$ cat config.mk
export PLATFORM = sky130hd
export DESIGN_NAME = ldh_seq_ctrl_flat
export DESIGN_NICKNAME = d
export VERILOG_FILES = /design/src/rtl/ldh_seq_ctrl_if.sv /design/src/rtl/ldh_seq_ctrl.sv /design/src/flat_wrapper.sv
export SDC_FILE = /design/constraint.sdc
export NUM_CORES = 1
export LEC_CHECK = 0
export CORE_MARGIN = 1
export CORE_UTILIZATION = 46
export DETAILED_ROUTE_END_ITERATION = 10
export GPL_TIMING_DRIVEN = 1
export PLACE_DENSITY = 0.78
export SETUP_SLACK_MARGIN = 0.5
export SYNTH_ARGS = -nofsm -noshare
export SYNTH_HDL_FRONTEND = slang
export SYNTH_SLANG_ARGS = --single-unit
$ cat constraint.sdc
create_clock -name clk -period 2.31 [get_ports clk]
set_clock_uncertainty 0.15 [all_clocks]
set_input_delay 0.693 -clock clk [delete_from_list [all_inputs] [get_ports clk]]
set_output_delay 0.693 -clock clk [all_outputs]
set_load 0.01 [all_outputs]
$ cat src/rtl/ldh_seq_ctrl_if.sv
// Operand/strobe bundle between the LDH sequencer and its requester/datapath.
// The master side drives requests and acknowledges; the sequencer is the slave.
interface ldh_seq_ctrl_if #(
    parameter int width = 8
);
    logic             start;
    logic [width-1:0] A_in;
    logic [width-1:0] B_in;
    logic             abort;
    logic             ack;
    logic             start_ready;
    logic [width-1:0] A;
    logic [width-1:0] B;
    logic             load;
    logic             busy;
    logic             readyR;
    logic [7:0]       op_count;

    modport master (
        output start, A_in, B_in, abort, ack,
        input  start_ready, A, B, load, busy, readyR, op_count
    );

    modport slave (
        input  start, A_in, B_in, abort, ack,
        output start_ready, A, B, load, busy, readyR, op_count
    );
endinterface

$ cat src/rtl/ldh_seq_ctrl.sv
// LDH control sequencer: accepts an operand pair, then walks the datapath through
// load, a fixed-length busy phase, a settle gap and a held result-valid strobe.
module ldh_seq_ctrl #(
    parameter int width       = 8,
    parameter int BUSY_CYCLES = 8,
    parameter int CNT_W       = 4
) (
    input  logic              clk,
    input  logic              reset,
    ldh_seq_ctrl_if.slave     bus
);
    typedef enum logic [2:0] {
        IDLE,
        LOAD,
        RUN,
        GAP,
        READY
    } state_t;

    localparam logic [CNT_W-1:0] LAST_CNT = CNT_W'(BUSY_CYCLES - 1);

    state_t           state_q;
    logic [width-1:0] a_q;
    logic [width-1:0] b_q;
    logic [CNT_W-1:0] cnt_q;
    logic [7:0]       opCount_q;
    logic             startReady_q;
    logic             load_q;
    logic             busy_q;
    logic             readyR_q;

    // Strobes are computed for the state being entered so every output is a flop.
    always_ff @(posedge clk or posedge reset) begin
        if (reset) begin
            state_q      <= IDLE;
            a_q          <= '0;
            b_q          <= '0;
            cnt_q        <= '0;
            opCount_q    <= '0;
            startReady_q <= 1'b0;
            load_q       <= 1'b0;
            busy_q       <= 1'b0;
            readyR_q     <= 1'b0;
        end else begin
            startReady_q <= 1'b0;
            load_q       <= 1'b0;
            busy_q       <= 1'b0;
            readyR_q     <= 1'b0;
            case (state_q)
                IDLE: begin
                    if (bus.start && startReady_q) begin
                        a_q     <= bus.A_in;
                        b_q     <= bus.B_in;
                        load_q  <= 1'b1;
                        state_q <= LOAD;
                    end else begin
                        startReady_q <= 1'b1;
                    end
                end
                LOAD: begin
                    if (bus.abort) begin
                        startReady_q <= 1'b1;
                        state_q      <= IDLE;
                    end else begin
                        cnt_q   <= '0;
                        busy_q  <= 1'b1;
                        state_q <= RUN;
                    end
                end
                RUN: begin
                    if (bus.abort) begin
                        startReady_q <= 1'b1;
                        state_q      <= IDLE;
                    end else begin
                        cnt_q <= cnt_q + CNT_W'(1);
                        if (cnt_q == LAST_CNT) begin
                            state_q <= GAP;
                        end else begin
                            busy_q <= 1'b1;
                        end
                    end
                end
                GAP: begin
                    readyR_q <= 1'b1;
                    state_q  <= READY;
                end
                READY: begin
                    if (bus.ack) begin
                        opCount_q    <= opCount_q + 8'd1;
                        startReady_q <= 1'b1;
                        state_q      <= IDLE;
                    end else begin
                        readyR_q <= 1'b1;
                    end
                end
                default: begin
                    state_q <= IDLE;
                end
            endcase
        end
    end

    assign bus.start_ready = startReady_q;
    assign bus.A           = a_q;
    assign bus.B           = b_q;
    assign bus.load        = load_q;
    assign bus.busy        = busy_q;
    assign bus.readyR      = readyR_q;
    assign bus.op_count    = opCount_q;
endmodule
$ cat src/flat_wrapper.sv
// flat-port wrapper written by rule: the top's interface ports become plain ports
module ldh_seq_ctrl_flat 
#(
    parameter int width       = 8,
    parameter int BUSY_CYCLES = 8,
    parameter int CNT_W       = 4
)
  (clk, reset, bus_start, bus_A_in, bus_B_in, bus_abort, bus_ack, bus_start_ready, bus_A, bus_B, bus_load, bus_busy, bus_readyR, bus_op_count);
  ldh_seq_ctrl_if #(.width(width)) bus_i ();
  input  logic clk;
  input  logic reset;
  input wire logic [$bits(bus_i.start)-1:0] bus_start;
  input wire logic [$bits(bus_i.A_in)-1:0] bus_A_in;
  input wire logic [$bits(bus_i.B_in)-1:0] bus_B_in;
  input wire logic [$bits(bus_i.abort)-1:0] bus_abort;
  input wire logic [$bits(bus_i.ack)-1:0] bus_ack;
  output wire logic [$bits(bus_i.start_ready)-1:0] bus_start_ready;
  output wire logic [$bits(bus_i.A)-1:0] bus_A;
  output wire logic [$bits(bus_i.B)-1:0] bus_B;
  output wire logic [$bits(bus_i.load)-1:0] bus_load;
  output wire logic [$bits(bus_i.busy)-1:0] bus_busy;
  output wire logic [$bits(bus_i.readyR)-1:0] bus_readyR;
  output wire logic [$bits(bus_i.op_count)-1:0] bus_op_count;
  assign bus_i.start = bus_start;
  assign bus_i.A_in = bus_A_in;
  assign bus_i.B_in = bus_B_in;
  assign bus_i.abort = bus_abort;
  assign bus_i.ack = bus_ack;
  assign bus_start_ready = bus_i.start_ready;
  assign bus_A = bus_i.A;
  assign bus_B = bus_i.B;
  assign bus_load = bus_i.load;
  assign bus_busy = bus_i.busy;
  assign bus_readyR = bus_i.readyR;
  assign bus_op_count = bus_i.op_count;
  ldh_seq_ctrl #(.width(width), .BUSY_CYCLES(BUSY_CYCLES), .CNT_W(CNT_W)) u_core (.clk(clk), .reset(reset), .bus(bus_i));
endmodule
After elaboration in Yosys (flattened, before gate mapping)

Index checks and enable logic that the tools add are counted.

Add/subtract/negate cells: 2
Eq/ne operators: 10
Muxes and demuxes: 21
Reductions and logical operators: 8

Operator list:

| cell                | number |
|---|---|
| $pmux 3 s5          | 1 |
| $mux 3              | 4 |
| $mux 1              | 9 |
| $add 8x1->8 const B | 1 |
| $mux 4              | 2 |
| $pmux 4 s2          | 1 |
| $eq 3x2->1 const B  | 2 |
| $ne 2x2->1 const B  | 3 |
| $reduce_and 3->1    | 2 |
| $add 4x1->4 const B | 1 |
| $eq 4x3->1 const B  | 1 |
| $pmux 1 s2          | 2 |
| $reduce_and 2->1    | 2 |
| $eq 3x1->1 const B  | 1 |
| $eq 3x3->1 const B  | 1 |
| $logic_not 3->1     | 1 |
| $ne 3x2->1 const B  | 1 |
| $pmux 1 s3          | 1 |
| $mux 2              | 1 |
| $ne 2x1->1 const B  | 1 |
| $reduce_bool 2->1   | 1 |
| $reduce_or 2->1     | 1 |
| $logic_and 1x1->1   | 1 |

Register bits: 35
Input bits: 21
Output and inout port bits: 28
Logic and storage cells: 50

Depth between registers and ports, before layout

Gate-level depths: netlist (run 1).

Depth after elaboration: 4
Gate-level depth with buffers: 5
Mapped depth without buffers: 4

Worst setup path before layout (run 1)

No wires, ideal clock.

Path kind: input port to flip-flop
From: input port bus_start
To: register u_core.a_q[0], in the netlist u_core.bus.A[0]
Library setup time: 125 ps
Data arrival time: 1,653 ps
Data required time: 2,035 ps
Path slack: 382 ps
Cell stages on the path: 4
Buffers on the path: 1
Path through: nand2_1 -> nor4_4 -> buf_8 -> mux2_4

Longest elaborated chain between the ends: 2

RTL lines:

| what                              | line               | source |
|---|---|---|
| from (decl)                       | flat_wrapper.sv:12 | `input wire logic [$bits(bus_i.start)-1:0] bus_start;` |
| $logic_and 1x1->1                 | ldh_seq_ctrl.sv:51 | `if (bus.start && startReady_q) begin` |
| $reduce_and 2->1 (no source line) | --                 |  |
| to (signal assigned)              | ldh_seq_ctrl.sv:52 | `a_q <= bus.A_in;` |
| to (decl)                         | ldh_seq_ctrl.sv:23 | `logic [width-1:0] a_q;` |

Every way passes these cells.
A chain may end at the register's enable or synchronous reset.

Worst setup path after layout (run 1)

From: input port bus_ack
To: register u_core.opCount_q[4], in the netlist u_core.bus.op_count[4]

Longest elaborated chain between the ends: 1

RTL lines:

| what                              | line               | source |
|---|---|---|
| from (decl)                       | flat_wrapper.sv:16 | `input wire logic [$bits(bus_i.ack)-1:0] bus_ack;` |
| $reduce_and 2->1 (no source line) | --                 |  |
| to (signal assigned)              | ldh_seq_ctrl.sv:89 | `opCount_q <= opCount_q + 8'd1;` |
| to (decl)                         | ldh_seq_ctrl.sv:26 | `logic [7:0] opCount_q;` |

Every way passes these cells.

==> results by stage, run 1 <==
Detailed routing:
- The number of vias per cell is 5.19.
- The detailed-routing iteration count for the pre-antenna-repair pass is 4.
- The routed layout has 1229 vias.
- After detailed routing, the number of remaining DRC violations is 0.
- The starting DRC count in detailed routing is 44.
- The remaining antenna violation count after routing is 0.
- After detailed routing, the average wire length per cell comes to 14.8 um.
- After detailed routing, the total wire length is 3520 um.

CTS:
- The number of clock buffers added by TritonCTS is 5.
- The clock root buffer is clkbuf_4.
- No sink is reached through more buffers than the 2 on the longest clock path.
- The clock latency of the later-clocked register in the worst-skew pair is 0.33 ns.
- The clock tree from TritonCTS is done.
- Clock-pin slew was measured on the worst setup and hold paths at 0.11 ns.
- Clock tree synthesis found a total of 35 sinks.
- Hold repair after CTS inserted 0 buffers.
- In this run the number of H-tree levels came out at 2.

Synth:
- The most used flip-flop cell after synthesis is dfrtp_1.
- dfrtp_1 takes more of the synthesized area than any other cell.
- The sequential area share after synthesis is 55.7%.
- Summing every instance area after synthesis gives 0.00157 mm^2.
- The synthesized flop and latch total is 35.
- After synthesis, the cell types taking the most area are dfrtp_1 (56%), mux2_4 (8.6%), mux2_2 (5.0%), xnor2_1 (2.8%), nand2_1 (2.4%).
- The count of mapped cells out of synthesis is 122.
- The synthesized netlist contains 38 unique library cells.
- A synthesized cell averages 12.9 um^2.
- The number of synthesized flops with an enable pin is 0.
- Of all flip-flops after synthesis, the portion carrying an async set or reset was 100%.
- After synthesis, the largest area contributor takes up 55.7% of total cell area.
- The synthesis warning total is 0.
- The number of nets in the synthesized netlist is 145.

Floorplanning:
- The floorplan step set the die width to 60.5 um.
- The starting density of the core is 49.9%.
- The I/O pin count is 49.
- The die outline height is 60.5 um.
- The die covers 0.00366 mm^2.
- After floorplanning, the core was sized to cover 0.00315 mm^2.
- After floorplanning, the core was divided into 20 placement rows.

Run status:
- The run finished with clean final reports.

Timing:
- The minimum period implied by the final worst setup slack is 1.80 ns.
- The highest achievable clock rate is 555 MHz.
- The final hold violation count is 0.
- The minimum hold slack is 0.316 ns.
- The worst pin sits at a relative slew slack of 66.1%.
- The final count of pins violating max slew was 0.
- Setup repair after global routing could not meet its margin everywhere.
- Setup violations remaining at the end of the flow were counted as 0.
- Summed over all failing endpoints, the final setup total negative slack is 0 ns.
- In the finished design, the share of the clock period the worst path needs comes to 77.9%.
- For the pin with the worst max-slew slack, the measured transition is 0.509 ns.

Cells and area:
- Across the whole layout, storage elements account for 880 um^2.
- 0 antenna diodes ended up in the layout.
- The number of inserted filler cells in the final layout is 257.
- In the final layout, the multi-input gates occupy 693 um^2.
- At the end of the flow the core is filled with cells to 70.7%.
- The fraction of layout cells with a size suffix above 1 is 42.0%.
- The final layout contains 215 nets.
- Compared with the post-synthesis result, the final layout area differs by 41.7%.
- The final non-filler cell total is 237.

Setup path:
- STA classifies the critical path endpoint as a register.
- The required time at the endpoint of the critical path is 2.39 ns.
- For the worst setup path, the data arrival time is 1.88 ns.
- The worst register-to-register path has a depth of 3.
- The highest fanout seen on the critical path is 6.
- The setup check on the worst reg-to-reg path leaves a slack of 0.59 ns.
- The classification of the worst setup path is primary input to register.
- STA classifies the critical path startpoint as a primary input.

Hold path:
- Along the worst hold path, the cell count comes to 1.
- The class of the worst hold path is register to register.

Global routing:
- The aggregate global routing overflow is 0.
- Entering global routing, the biggest net connects 19 pins.
- The number of global-route vias before repair is 1272.
- The initial antenna violation count is 0.
- Global routing consumed, over all layers together, 22.5% of the routing resources.
- The global-route wire length before repair is 5840 um.

Run:
- The tool flagged a number of max-cap violations equal to 0.

Power:
- In this run the power density over the cells is 1240 mW/mm^2.
- The largest voltage drop on the vdd net is 781 uV.
- The analysis attributes to cell leakage a power of 1.05 nW.

Place:
- The total of buffers placed on input and output ports is 48.
- The congestion estimate from routability-driven global placement came to 0.777.
- The half-perimeter wire length of the detailed placement result is 2420 um.
- The total placed cells including tap cells is 213.
## repair_timing
| action | in CTS | in global routing |
|---|---|---|
| setup endpoints to repair | 46 | 35 |
| setup buffers | 14 | 2 |
| gates resized for setup | 93 | 20 |
## layout by cell type (no fill, tap or decap), drive strengths merged, types with 2 or more instances in the layout
master / instances
a31oi: 3
a21oi: 2
o22ai: 2
mux2: 16
ha: 2
dlygate4sd2: 2
nand4: 4
xor2: 2
nor3: 3
mux2i: 2
dfrtp: 35
nor2b: 3
inv: 2
xnor2: 5
nor2: 3
clkdlybuf4s50: 18
nand2b: 2
bufinv: 2
buf: 40
nand2: 10
clkbuf: 14
nand3: 3
o21ai: 3
## layer usage
| layer | GRT usage [%] | routed length [um] | vias to the layer above |
|---|---|---|---|
| met5 | 0 | 0 | - |
| met4 | 12.0 | 63 | 0 |
| met3 | 4.90 | 176 | 9 |
| met2 | 38.0 | 1760 | 36 |
| met1 | 26.8 | 1520 | 603 |
| li1 | - | - | 581 |
## metrics by stage
step                power [mW]  cell area, um^2  setup slack, ns
finish                    2.76             2230            0.509
global route              2.95             2230            0.485
CTS                       2.81             2290            0.468
detailed placement        2.24             2120          -0.0757
global placement          2.18             2120         -0.00805
floorplan                 1.72             1590            0.426
## logic make-up after synthesis
kind of cell             Yosys count  synth area share, %
XOR/XNOR                           7                 3.90
adder cells (fa/ha/maj)            2                 1.59
flip-flops                        35                 55.7
AO/OA/AOI/OAI                     16                 6.68
buffers and inverters              7                 2.94
AND/OR/NAND/NOR                   37                 14.3
multiplexers                      18                 14.9
## flip-flops by register name (all words and copies together), names as in the netlist
signal                  count
u_core.bus.busy             1
u_core.bus.B                8
u_core.cnt_q                4
u_core.bus.op_count         8
u_core.bus.readyR           1
u_core.bus.start_ready      1
u_core.state_q              3
u_core.bus.A                8
u_core.bus.load             1
## critical path: stages
cell,delay [ns]
clkdlybuf4s50_1,0.58
and4bb_2,0.34
nand4_1,0.13
xnor2_1,0.13
## report_power, final
group / leakage [nW] / switching [mW] / internal (mW)
combinational: 0.566 / 0.482 / 0.680
sequential: 0.431 / 0.211 / 0.854
clock: 0.0525 / 0.200 / 0.338
## synth_stat cells, drive strengths merged (2+ instances only)
cell,number
dfrtp,35
nand2b,2
nand4,4
inv,2
o21ai,3
ha,2
clkbuf,2
nand2,10
buf,3
nand3,3
o22ai,2
nor3,3
xnor2,5
a31oi,3
mux2i,2
xor2,2
nor2,3
nor2b,3
mux2,16
a21oi,2
## final cells by class
type | count | area share, %
sequential | 35 | 39.5
timing repair buffer | 68 | 22.1
clock buffer | 6 | 1.85
multi-input combinational | 80 | 31.1
tap | 44 | 2.47
inverter | 2 | 0.337
clock inverter | 2 | 2.70
## path summary, 6_finish.rpt
path | start | endpoint
min in group asynchronous | reset | u_core.bus.A[4]
setup / recovery | bus_ack | u_core.bus.op_count[4]
hold reg to reg | u_core.bus.op_count[7] | u_core.bus.op_count[7]
setup reg to reg | u_core.state_q[2] | u_core.bus.B[7]
max in group asynchronous | reset | u_core.state_q[1]
hold / removal | u_core.bus.op_count[7] | u_core.bus.op_count[7]
No activity file was read; power rests on OpenSTA's default activity.
==> inputs of run 2 (changes only) <==
--- a/config.mk
+++ b/config.mk
@@ -6,10 +6,10 @@
 export NUM_CORES = 1
 export LEC_CHECK = 0
 export CORE_MARGIN = 1
-export CORE_UTILIZATION = 46
+export CORE_UTILIZATION = 41
 export DETAILED_ROUTE_END_ITERATION = 10
 export GPL_TIMING_DRIVEN = 1
-export PLACE_DENSITY = 0.78
+export PLACE_DENSITY = 0.74
 export SETUP_SLACK_MARGIN = 0.5
 export SYNTH_ARGS = -nofsm -noshare
 export SYNTH_HDL_FRONTEND = slang
==> constraint.sdc (replaced) <==
create_clock -name clk -period 1.6 [get_ports clk]
set_clock_uncertainty 0.15 [all_clocks]
set_input_delay 0.48 -clock clk [delete_from_list [all_inputs] [get_ports clk]]
set_output_delay 0.48 -clock clk [all_outputs]
set_load 0.01 [all_outputs]
==> results by stage, run 2 (same netlist as run 1, synthesis figures left out) <==
Run status:
- The flow ran to the end, but the final reports show violations.
- The checks that failed: setup timing.

Place:
- OpenSTA, run right after detailed placement, puts the worst setup slack at -0.494 ns.
- Routability-driven placement finished with a final weighted congestion of 0.751.
- The total of buffers placed on input and output ports is 48.
- The half-perimeter wire length of the detailed placement result is 2340 um.
- The area of placed instances is 0.00226 mm^2.

Detailed routing:
- The via count is 1367.
- The detailed-routing iteration count for the pre-antenna-repair pass is 3.
- The number of vias per cell is 4.97.
- Dividing the detail-routed wire length by the instance count gives 16.3 um.
- After detailed routing, the total wire length is 4480 um.
- For this run, design rule violations remaining after detail routing come to 0.
- The starting DRC count in detailed routing is 30.
- The detail route stage leaves a number of antenna-violating nets equal to 0.

Global routing:
- The maximum number of pins on one net before global-route repair is 24.
- The initial antenna violation count is 0.
- The first global-routing pass estimated 6510 um of wire.
- For this run, the total global-route usage over all layers was measured as 21.4%.
- The aggregate global routing overflow is 0.
- The number of global-route vias before repair is 1305.

Setup path:
- The critical path in this run is classified as register to register.
- The worst-path cell with the longest stage delay is dfrtp_1.
- STA puts the critical path data required time at 1.62 ns.
- The category of the worst setup path capture point is a register.
- Walking the worst path, the cells encountered are nor4_4, buf_6, buf_12, buf_16, mux2_4.
- The critical path arrival is 1.70 ns.
- The worst setup path is launched from a register.
- The highest fanout seen on the critical path is 8.
- Broken down by cell family, the worst path's largest delay share belongs to flip-flops.
- For this run, the slowest stage of the critical path takes 0.43 ns.
- The number of buffers and inverters on the critical path is 3.

Floorplanning:
- The overall die width is 63.9 um.
- The floorplan row count is 22.
- The total die area is 0.00409 mm^2.
- The floorplan step defined a core boundary enclosing 0.00366 mm^2.
- The starting density of the core is 43.0%.
- The die outline height is 63.9 um.
- The I/O pin count is 49.

Timing:
- The relative slew slack is 84.0%.
- At the pin with the least slew margin, the transition time is 0.237 ns.
- After layout, the minimum clock period comes to 1.68 ns.
- The final count of pins violating max slew is 0.
- Setup repair after global routing could not meet its margin everywhere.
- Dividing the final minimum period by the clock period gives 105%.
- The highest achievable clock rate is 594 MHz.
- The final hold violation count is 0.
- Setup violations remaining at the end of the flow were counted as 18.
- The setup slack of the critical path after layout is -0.0844 ns.
- The minimum hold slack is 0.360 ns.

Power:
- The overall power after layout is 5.05 mW.
- The static leakage is 1.39 nW.
- The largest voltage drop on the vdd net is 875 uV.
- The total power divided by cell area is 1780 mW/mm^2.

Cells and area:
- The top cell types in the final layout, fill and taps aside, are buf_4 (35), dfrtp_1 (34), buf_2 (25), clkdlybuf4s50_1 (17), mux2_4 (16).
- The final non-filler cell area is 0.00284 mm^2.
- The flip-flop and latch area is 877 um^2.
- Compared with the post-synthesis result, the final layout area differs by 80.7%.
- The post-route netlist has 62.1% of its cells at a drive strength greater than 1.
- Leaving out fill and tap cells, the most frequent cell in the layout is buf_4.
- The multi-input combinational cell area is 875 um^2.
- The layout net count is 249.
- The number of inserted filler cells in the final layout is 212.
- The number of antenna repair diodes is 0.
- Once layout is complete, the utilization of the core stands at 77.6%.

CTS:
- The maximum buffer depth of the clock tree is 2.
- After clock tree synthesis, the flow added hold-fix buffers numbering 0.
- The clock root buffer is clkbuf_8.
- The number of sinks on the clock net is 35.
- The depth of the CTS H-tree is 2.
- The total clock buffers created by CTS is 5.
- The clock latency of the later-clocked register in the worst-skew pair is 0.28 ns.
- Clock-pin slew was measured on the worst setup and hold paths at 0.07 ns.
- The clock tree from TritonCTS is done.

Hold path:
- The class of the worst hold path is register to register.

Run:
- The total of max-cap violations is 0.
[run 2: stage by stage]
step,std cells,TNS [ns]
2_1_floorplan,122,-1.35
3_3_place_gp,230,-9.88
3_5_place_dp,230,-10.41
4_1_cts,261,-0.765
5_1_grt,275,-1.88
6_report,275,-1.05
[run 2: what timing repair did]
item	in CTS	in global routing
endpoints found under the hold margin	0	0
pin swaps	22	13
resized for setup	154	24
endpoints found under the setup margin	63	63
setup buffers	21	14
cloned	2	0
[run 2: layer usage]
layer | up-vias | part of all wire (%) | GRT usage, %
li1 | 651 | - | -
met4 | 0 | 1.5 | 7.39
met1 | 672 | 40 | 26.4
met2 | 37 | 53 | 36.0
met3 | 7 | 5.0 | 5.71
met5 | - | 0 | 0
[run 2: worst paths after layout]
kind | from | end | slack [ns] | depth (start not counted)
setup / recovery | u_core.state_q[0] | u_core.bus.A[7] | -0.08 | 5
max in group asynchronous | reset | u_core.bus.A[6] | 0.70 | 3
min in group asynchronous | reset | u_core.bus.B[3] | 0.43 | 3
hold / removal | u_core.bus.A[6] | u_core.bus.A[6] | 0.36 | 1
setup reg to reg | u_core.state_q[0] | u_core.bus.A[7] | -0.08 | 5
hold reg to reg | u_core.bus.A[6] | u_core.bus.A[6] | 0.36 | 1
[run 2: power by group]
| group | leakage (nW) | switching, mW | internal, mW |
|---|---|---|---|
| sequential | 0.433 | 0.249 | 1.23 |
| combinational | 0.902 | 1.08 | 1.71 |
| clock | 0.0581 | 0.325 | 0.464 |
| total | 1.39 | 1.65 | 3.40 |
[run 2: layout make-up]
class,count,share of cell area [%]
multi-input cells,80,30.8
flip-flops and latches,35,30.9
clock inverters,3,1.54
clock buffers,5,2.42
inverters,2,0.396
well taps,48,2.11
repair buffers,102,31.9
